**src/rtl/mem_arb_ctrl_if.sv**
```systemverilog
// Bus bundle for mem_arb_ctrl: requester channels, RAM port and global enable/flush.
// The slave modport is the arbiter side; the master modport is the requester/RAM side.
interface mem_arb_ctrl_if #(
    parameter int unsigned NCH = 2,
    parameter int unsigned AW  = 32
) ();
    logic                rdy_in;
    logic                flush_in;
    logic [7:0]          mem_din;
    logic [7:0]          mem_dout;
    logic [AW-1:0]       mem_a;
    logic                mem_wr;
    logic [NCH-1:0]      req;
    logic [NCH-1:0]      we;
    logic [NCH-1:0]      sext;
    logic [2*NCH-1:0]    size;
    logic [AW*NCH-1:0]   addr;
    logic [32*NCH-1:0]   wdata;
    logic [NCH-1:0]      done;
    logic [31:0]         rdata;

    modport slave (
        input  rdy_in, flush_in, mem_din, req, we, sext, size, addr, wdata,
        output mem_dout, mem_a, mem_wr, done, rdata
    );

    modport master (
        output rdy_in, flush_in, mem_din, req, we, sext, size, addr, wdata,
        input  mem_dout, mem_a, mem_wr, done, rdata
    );
endinterface

```
**src/rtl/mem_arb_ctrl.sv**
```systemverilog
// Round-robin arbiter that serialises per-channel byte/half/word loads and stores
// onto a byte-wide RAM port with one cycle of read latency.
module mem_arb_ctrl #(
    parameter int unsigned NCH = 2,
    parameter int unsigned AW  = 32
) (
    input logic           clk_in,
    input logic           rst_in,
    mem_arb_ctrl_if.slave bus
);
    localparam int unsigned IW = $clog2(NCH);

    typedef enum logic [1:0] {StIdle, StWrite, StRead} state_e;

    state_e         state_q, state_d;
    logic [IW-1:0]  ch_q, ch_d;
    logic [IW-1:0]  last_q, last_d;
    logic           sext_q, sext_d;
    logic [2:0]     nbytes_q, nbytes_d;
    logic [2:0]     cnt_q, cnt_d;
    logic [AW-1:0]  base_q, base_d;
    logic [31:0]    wdata_q, wdata_d;
    logic [31:0]    rbuf_q, rbuf_d;
    logic [AW-1:0]  mem_a_q, mem_a_d;
    logic           mem_wr_q, mem_wr_d;
    logic [7:0]     mem_dout_q, mem_dout_d;
    logic [NCH-1:0] done_q, done_d;
    logic [31:0]    rdata_q, rdata_d;

    logic           gnt_vld;
    logic [IW-1:0]  gnt_idx;
    int unsigned    cand;
    logic           ext;

    function automatic logic [2:0] nbytes_of(input logic [1:0] sz);
        unique case (sz)
            2'd0:    return 3'd1;
            2'd1:    return 3'd2;
            default: return 3'd4;
        endcase
    endfunction

    // Scan upward from the channel after the last winner, wrapping around.
    always_comb begin
        gnt_vld = 1'b0;
        gnt_idx = last_q;
        cand    = 0;
        for (int unsigned i = 1; i <= NCH; i++) begin
            cand = (32'(last_q) + i) % NCH;
            if (!gnt_vld && bus.req[cand]) begin
                gnt_vld = 1'b1;
                gnt_idx = IW'(cand);
            end
        end
    end

    always_comb begin
        state_d    = state_q;
        ch_d       = ch_q;
        last_d     = last_q;
        sext_d     = sext_q;
        nbytes_d   = nbytes_q;
        cnt_d      = cnt_q;
        base_d     = base_q;
        wdata_d    = wdata_q;
        rbuf_d     = rbuf_q;
        mem_a_d    = mem_a_q;
        mem_wr_d   = mem_wr_q;
        mem_dout_d = mem_dout_q;
        done_d     = done_q;
        rdata_d    = rdata_q;
        ext        = 1'b0;

        if (bus.rdy_in) begin
            done_d = '0;
            unique case (state_q)
                StIdle: begin
                    if (gnt_vld) begin
                        ch_d     = gnt_idx;
                        last_d   = gnt_idx;
                        sext_d   = bus.sext[gnt_idx];
                        nbytes_d = nbytes_of(bus.size[2*gnt_idx +: 2]);
                        base_d   = bus.addr[AW*gnt_idx +: AW];
                        wdata_d  = bus.wdata[32*gnt_idx +: 32];
                        cnt_d    = 3'd1;
                        mem_a_d  = bus.addr[AW*gnt_idx +: AW];
                        if (bus.we[gnt_idx]) begin
                            state_d    = StWrite;
                            mem_wr_d   = 1'b1;
                            mem_dout_d = bus.wdata[32*gnt_idx +: 8];
                        end else begin
                            state_d  = StRead;
                            mem_wr_d = 1'b0;
                        end
                    end
                end
                StWrite: begin
                    if (cnt_q == nbytes_q) begin
                        state_d      = StIdle;
                        mem_wr_d     = 1'b0;
                        mem_a_d      = '0;
                        done_d[ch_q] = 1'b1;
                    end else begin
                        mem_a_d    = base_q + AW'(cnt_q);
                        mem_dout_d = wdata_q[8*cnt_q +: 8];
                        cnt_d      = cnt_q + 3'd1;
                    end
                end
                StRead: begin
                    if (bus.flush_in) begin
                        state_d = StIdle;
                        mem_a_d = '0;
                    end else if (cnt_q == nbytes_q + 3'd1) begin
                        // Final byte comes straight from the RAM, not the buffer.
                        ext = sext_q & bus.mem_din[7];
                        unique case (nbytes_q)
                            3'd1:    rdata_d = {{24{ext}}, bus.mem_din};
                            3'd2:    rdata_d = {{16{ext}}, bus.mem_din, rbuf_q[7:0]};
                            default: rdata_d = {bus.mem_din, rbuf_q[23:0]};
                        endcase
                        state_d      = StIdle;
                        mem_a_d      = '0;
                        done_d[ch_q] = 1'b1;
                    end else begin
                        if (cnt_q < nbytes_q) begin
                            mem_a_d = base_q + AW'(cnt_q);
                        end
                        // Data for the address issued two edges ago is on mem_din now.
                        if (cnt_q >= 3'd2) begin
                            rbuf_d[8*(cnt_q-3'd2) +: 8] = bus.mem_din;
                        end
                        cnt_d = cnt_q + 3'd1;
                    end
                end
                default: state_d = StIdle;
            endcase
        end
    end

    always_ff @(posedge clk_in) begin
        if (rst_in) begin
            state_q    <= StIdle;
            ch_q       <= '0;
            last_q     <= IW'(NCH - 1);
            sext_q     <= 1'b0;
            nbytes_q   <= 3'd1;
            cnt_q      <= '0;
            base_q     <= '0;
            wdata_q    <= '0;
            rbuf_q     <= '0;
            mem_a_q    <= '0;
            mem_wr_q   <= 1'b0;
            mem_dout_q <= '0;
            done_q     <= '0;
            rdata_q    <= '0;
        end else begin
            state_q    <= state_d;
            ch_q       <= ch_d;
            last_q     <= last_d;
            sext_q     <= sext_d;
            nbytes_q   <= nbytes_d;
            cnt_q      <= cnt_d;
            base_q     <= base_d;
            wdata_q    <= wdata_d;
            rbuf_q     <= rbuf_d;
            mem_a_q    <= mem_a_d;
            mem_wr_q   <= mem_wr_d;
            mem_dout_q <= mem_dout_d;
            done_q     <= done_d;
            rdata_q    <= rdata_d;
        end
    end

    assign bus.mem_a    = mem_a_q;
    assign bus.mem_wr   = mem_wr_q;
    assign bus.mem_dout = mem_dout_q;
    assign bus.done     = done_q;
    assign bus.rdata    = rdata_q;
endmodule

```
**src/flat_wrapper.sv**
```systemverilog
// flat-port wrapper written by rule: the top's interface ports become plain ports
module mem_arb_ctrl_flat 
#(
    parameter int unsigned NCH = 2,
    parameter int unsigned AW  = 32
)
  (clk_in, rst_in, bus_rdy_in, bus_flush_in, bus_mem_din, bus_req, bus_we, bus_sext, bus_size, bus_addr, bus_wdata, bus_mem_dout, bus_mem_a, bus_mem_wr, bus_done, bus_rdata);
  mem_arb_ctrl_if #(.NCH(NCH), .AW(AW)) bus_i ();
  input logic clk_in;
  input logic rst_in;
  input wire logic [$bits(bus_i.rdy_in)-1:0] bus_rdy_in;
  input wire logic [$bits(bus_i.flush_in)-1:0] bus_flush_in;
  input wire logic [$bits(bus_i.mem_din)-1:0] bus_mem_din;
  input wire logic [$bits(bus_i.req)-1:0] bus_req;
  input wire logic [$bits(bus_i.we)-1:0] bus_we;
  input wire logic [$bits(bus_i.sext)-1:0] bus_sext;
  input wire logic [$bits(bus_i.size)-1:0] bus_size;
  input wire logic [$bits(bus_i.addr)-1:0] bus_addr;
  input wire logic [$bits(bus_i.wdata)-1:0] bus_wdata;
  output wire logic [$bits(bus_i.mem_dout)-1:0] bus_mem_dout;
  output wire logic [$bits(bus_i.mem_a)-1:0] bus_mem_a;
  output wire logic [$bits(bus_i.mem_wr)-1:0] bus_mem_wr;
  output wire logic [$bits(bus_i.done)-1:0] bus_done;
  output wire logic [$bits(bus_i.rdata)-1:0] bus_rdata;
  assign bus_i.rdy_in = bus_rdy_in;
  assign bus_i.flush_in = bus_flush_in;
  assign bus_i.mem_din = bus_mem_din;
  assign bus_i.req = bus_req;
  assign bus_i.we = bus_we;
  assign bus_i.sext = bus_sext;
  assign bus_i.size = bus_size;
  assign bus_i.addr = bus_addr;
  assign bus_i.wdata = bus_wdata;
  assign bus_mem_dout = bus_i.mem_dout;
  assign bus_mem_a = bus_i.mem_a;
  assign bus_mem_wr = bus_i.mem_wr;
  assign bus_done = bus_i.done;
  assign bus_rdata = bus_i.rdata;
  mem_arb_ctrl #(.NCH(NCH), .AW(AW)) u_core (.clk_in(clk_in), .rst_in(rst_in), .bus(bus_i));
endmodule
```
**config.mk**
```make
export PLATFORM = sky130hd
export DESIGN_NAME = mem_arb_ctrl_flat
export DESIGN_NICKNAME = d
export VERILOG_FILES = /design/src/rtl/mem_arb_ctrl_if.sv /design/src/rtl/mem_arb_ctrl.sv /design/src/flat_wrapper.sv
export SDC_FILE = /design/constraint.sdc
export NUM_CORES = 1
export LEC_CHECK = 0
export CORE_UTILIZATION = 47
export DETAILED_ROUTE_END_ITERATION = 7
export HOLD_SLACK_MARGIN = 0.02
export PLACE_DENSITY = 0.87
export SYNTH_ARGS = -nofsm -noshare
export SYNTH_HDL_FRONTEND = slang
export SYNTH_SLANG_ARGS = --single-unit
```
**constraint.sdc**
```tcl
create_clock -name clk_in -period 3.4 [get_ports clk_in]
set_clock_uncertainty 0.15 [all_clocks]
set_input_delay 0.85 -clock clk_in [delete_from_list [all_inputs] [get_ports clk_in]]
set_output_delay 0.85 -clock clk_in [all_outputs]
set_load 0.02 [all_outputs]
```
==> metrics.yaml <==
run_status: "complete, no violations"
fp.dieH_um: 139.7
grt.busiest_layer: "met2"
track_usage_pct: 25.27
nNetsFinal: 1365
intPower_mw: 3.886
setup_slack_ns: 0.5419
postSynthAreaPerCell_um2: 8.863
synth_area_leaders: "dfxtp_1 39%, mux2i_1 8.5%, a211oi_1 8.0%, nor2_1 6.3%, ha_1 2.9%"
vias_per_cell: 5.759
syn_to_final_growth_pct: 33.83
ir_worst_vdd_mv: 0.3591
row_count: 49
final_util_pct: 65.24
rsz0062_at_grt: "no"
cts_max_level: 4
ant_nets: 0
start_kind: "flip-flop"
place_congestion: 0.8405
post_dp_cell_area_um2: 11340
holdWs_ns: 0.3027
synth_fp_nets: 1178
die_w_um: 139.7
cts-resized-gates: 0
clk_pin_slew_ns: 0.07
clockRootBuffer: "clkbuf_16"
maxSlewHeadroom_pct: 46.24
grt_pass1_wl_um: 39570
grt_util_met1_pct: 31.51
ys_async_sr_fraction_pct: 0
setup_viol: 0
cts_made_buffers: 17
hold_class: "flip-flop to flip-flop"
use_met2_pct: 43.64
diodes: 0
crit_type: "flip-flop to flip-flop"
grt_max_degree: 77
p_switching_mw: 1.630
yosysWarnings: 0
portBuffers: 224
drcViolationCount: 0
overflow: 0
setup_tns_ns: 0
drt_wl_total_um: 24350
first_iter_violations: 501
min_period_ns: 2.858
crit_arrival_ns: 3.01
insertion_delay_ns: 0.44
wl_per_cell_um: 16.98
synth_ff_type: "dfxtp_1"
ys_ff_latch: 174
required_ns: 3.55
cts_setup_buffers: 0
cts_tree: "yes"
ys_seq_area_share_pct: 39.11
netSwitchingFraction_pct: 29.54
synth-edff-count: 0
grt_pass1_vias: 7945
drive_gt1_share_pct: 8.299
fin_crit_sh_pct: 84.06
met3_usage_pct: 4.783
initial_core_util_pct: 48.75
synth_area_um2: 8907
power_density_nw_per_um2: 462.7
crit_path_end_kind: "flip-flop"
core_area_um2: 18270
drv_cap: 0
combinationalPowerShare_pct: 22.9
io_pins: 225
first_pass_iters: 5
pwr-share-seq_pct: 42.5
die_area_um2: 19510
hold_buffers: 0
slew_violations: 0
tightest_slew_ns: 0.8002
postLayoutCellArea_um2: 11920
vias: 8259
dp_slack_ns: 0.3821
yosys.area.top_type_share_pct: 39.11
cellLeakagePower_nw: 4.352
finalHoldViolCount: 0
dpl.hpwl_um: 17550
numClockSinks: 174
netlist_instances: 1005
antenna_found_initial: 0
yosysTopAreaCell: "dfxtp_1"
fmax_ghz: 0.3499
synthDistinctLibCells: 67
cts.path.max_buffers: 2
p_clk_share_pct: 34.6
path_max_fanout: 13
through the flow:
| step | power [mW] | std cells |
|---|---|---|
| floorplan | 3.121 | 1005 |
| global placement | 3.605 | 1402 |
| detailed placement | 3.638 | 1402 |
| CTS | 5.537 | 1434 |
| global route | 5.750 | 1434 |
| finish | 5.516 | 1434 |
cells in the mapped netlist (all sizes together) (2+ instances only):
| master | count |
|---|---|
| nand4 | 18 |
| nor2b | 3 |
| a21oi | 35 |
| a21boi | 2 |
| mux2 | 7 |
| buf | 29 |
| nor3b | 3 |
| nand3 | 27 |
| nand2 | 70 |
| xnor2 | 10 |
| and3 | 4 |
| a221oi | 8 |
| xor2 | 4 |
| or3 | 6 |
| o221a | 18 |
| mux4 | 8 |
| and2 | 4 |
| or4 | 3 |
| a211o | 2 |
| and4 | 3 |
| nand2b | 22 |
| o211a | 2 |
| a22oi | 8 |
| nor2 | 150 |
| mux2i | 76 |
| nor4 | 10 |
| fa | 2 |
| a21o | 2 |
| ha | 21 |
| nor3 | 39 |
| dfxtp | 174 |
| clkbuf | 49 |
| a211oi | 96 |
| a311oi | 5 |
| o21a | 16 |
| o211ai | 11 |
| o21ai | 21 |
| o31a | 5 |
| inv | 16 |
| nand3b | 3 |
registers in the layout (all words and copies together) (netlist names):
name                 cells
u_core.ch_q              1
u_core.cnt_q             3
u_core.last_q            1
u_core.bus.mem_a        32
u_core.bus.mem_dout      8
u_core.nbytes_q          3
u_core.bus.mem_wr        1
u_core.state_q           2
u_core.base_q           32
u_core.wdata_q          32
u_core.rbuf_q           24
u_core.sext_q            1
u_core.bus.done          2
u_core.bus.rdata        32
placed cells by master, fill, tap and decap left out, drive strengths merged, types with 10 or more instances in the layout:
master         netlist  routed
o221a               18      18
o21a                16      16
o21ai               21      21
nand2               70      70
nor3                39      39
nand4               18      18
nor4                10      10
dfxtp              174     174
clkdlybuf4s50        0     223
nand3               27      27
clkbuf              49      21
nand2b              22      22
buf                 29      23
mux2i               76      76
inv                 16      18
ha                  21      21
o211ai              11      11
a21oi               35      35
a211oi              96      96
nor2               150     150
xnor2               10      10
worst max-delay path, stage by stage, from the launching register on:
cell	delay, ns
dfxtp_1	0.39
inv_1	0.39
ha_1	0.34
inv_1	0.10
ha_1	0.34
nor4_1	0.34
nand4_2	0.36
mux2i_1	0.25
nor2_1	0.06
per-layer routing:
layer  wire [um]  share of wire [%]
met5           0                  0
met4         518                2.1
met3        1492                6.1
met2       11960                 49
met1       10370                 43
final timing paths:
path / startpoint / end / slack (ns) / cells after the start
max reg2reg: u_core.cnt_q[2]$_SDFFE_PP0P_ / u_core.rbuf_q[13]$_SDFFE_PP0P_ / 0.54 / 8
min: u_core.rbuf_q[23]$_SDFFE_PP0P_ / u_core.rbuf_q[23]$_SDFFE_PP0P_ / 0.30 / 2
min reg2reg: u_core.rbuf_q[23]$_SDFFE_PP0P_ / u_core.rbuf_q[23]$_SDFFE_PP0P_ / 0.30 / 2
max: u_core.cnt_q[2]$_SDFFE_PP0P_ / u_core.rbuf_q[13]$_SDFFE_PP0P_ / 0.54 / 8
cells by family (layout without fill, tap and decap cells):
family	Yosys count	after routing	synth area share, %
compound gates	239	239	20.28
xor+xnor	15	15	1.657
fa+ha+maj	23	23	3.399
buf+inv	94	294	4.439
flops	174	174	39.11
mux	91	91	11.45
simple gates	369	369	19.67
power groups by stage:
stage	registers, mW	logic [mW]	clock network, mW
2_1_floorplan	2.41	0.711	0
3_3_place_gp	2.37	1.23	0
3_5_place_dp	2.38	1.26	0
4_1_cts	2.34	1.27	1.93
5_1_grt	2.36	1.37	2.02
6_report	2.34	1.26	1.91
cell type report:
| class | instances | area, um^2 |
|---|---|---|
| timing repair buffer | 246 | 2467 |
| clock buffer | 21 | 470.5 |
| clock inverter | 11 | 108.9 |
| sequential | 174 | 3483 |
| fill | 1464 | 6350 |
| tap | 229 | 286.5 |
| inverter | 16 | 60.06 |
| multi-input combinational | 737 | 5044 |
Power figures use the tool's default switching activity.
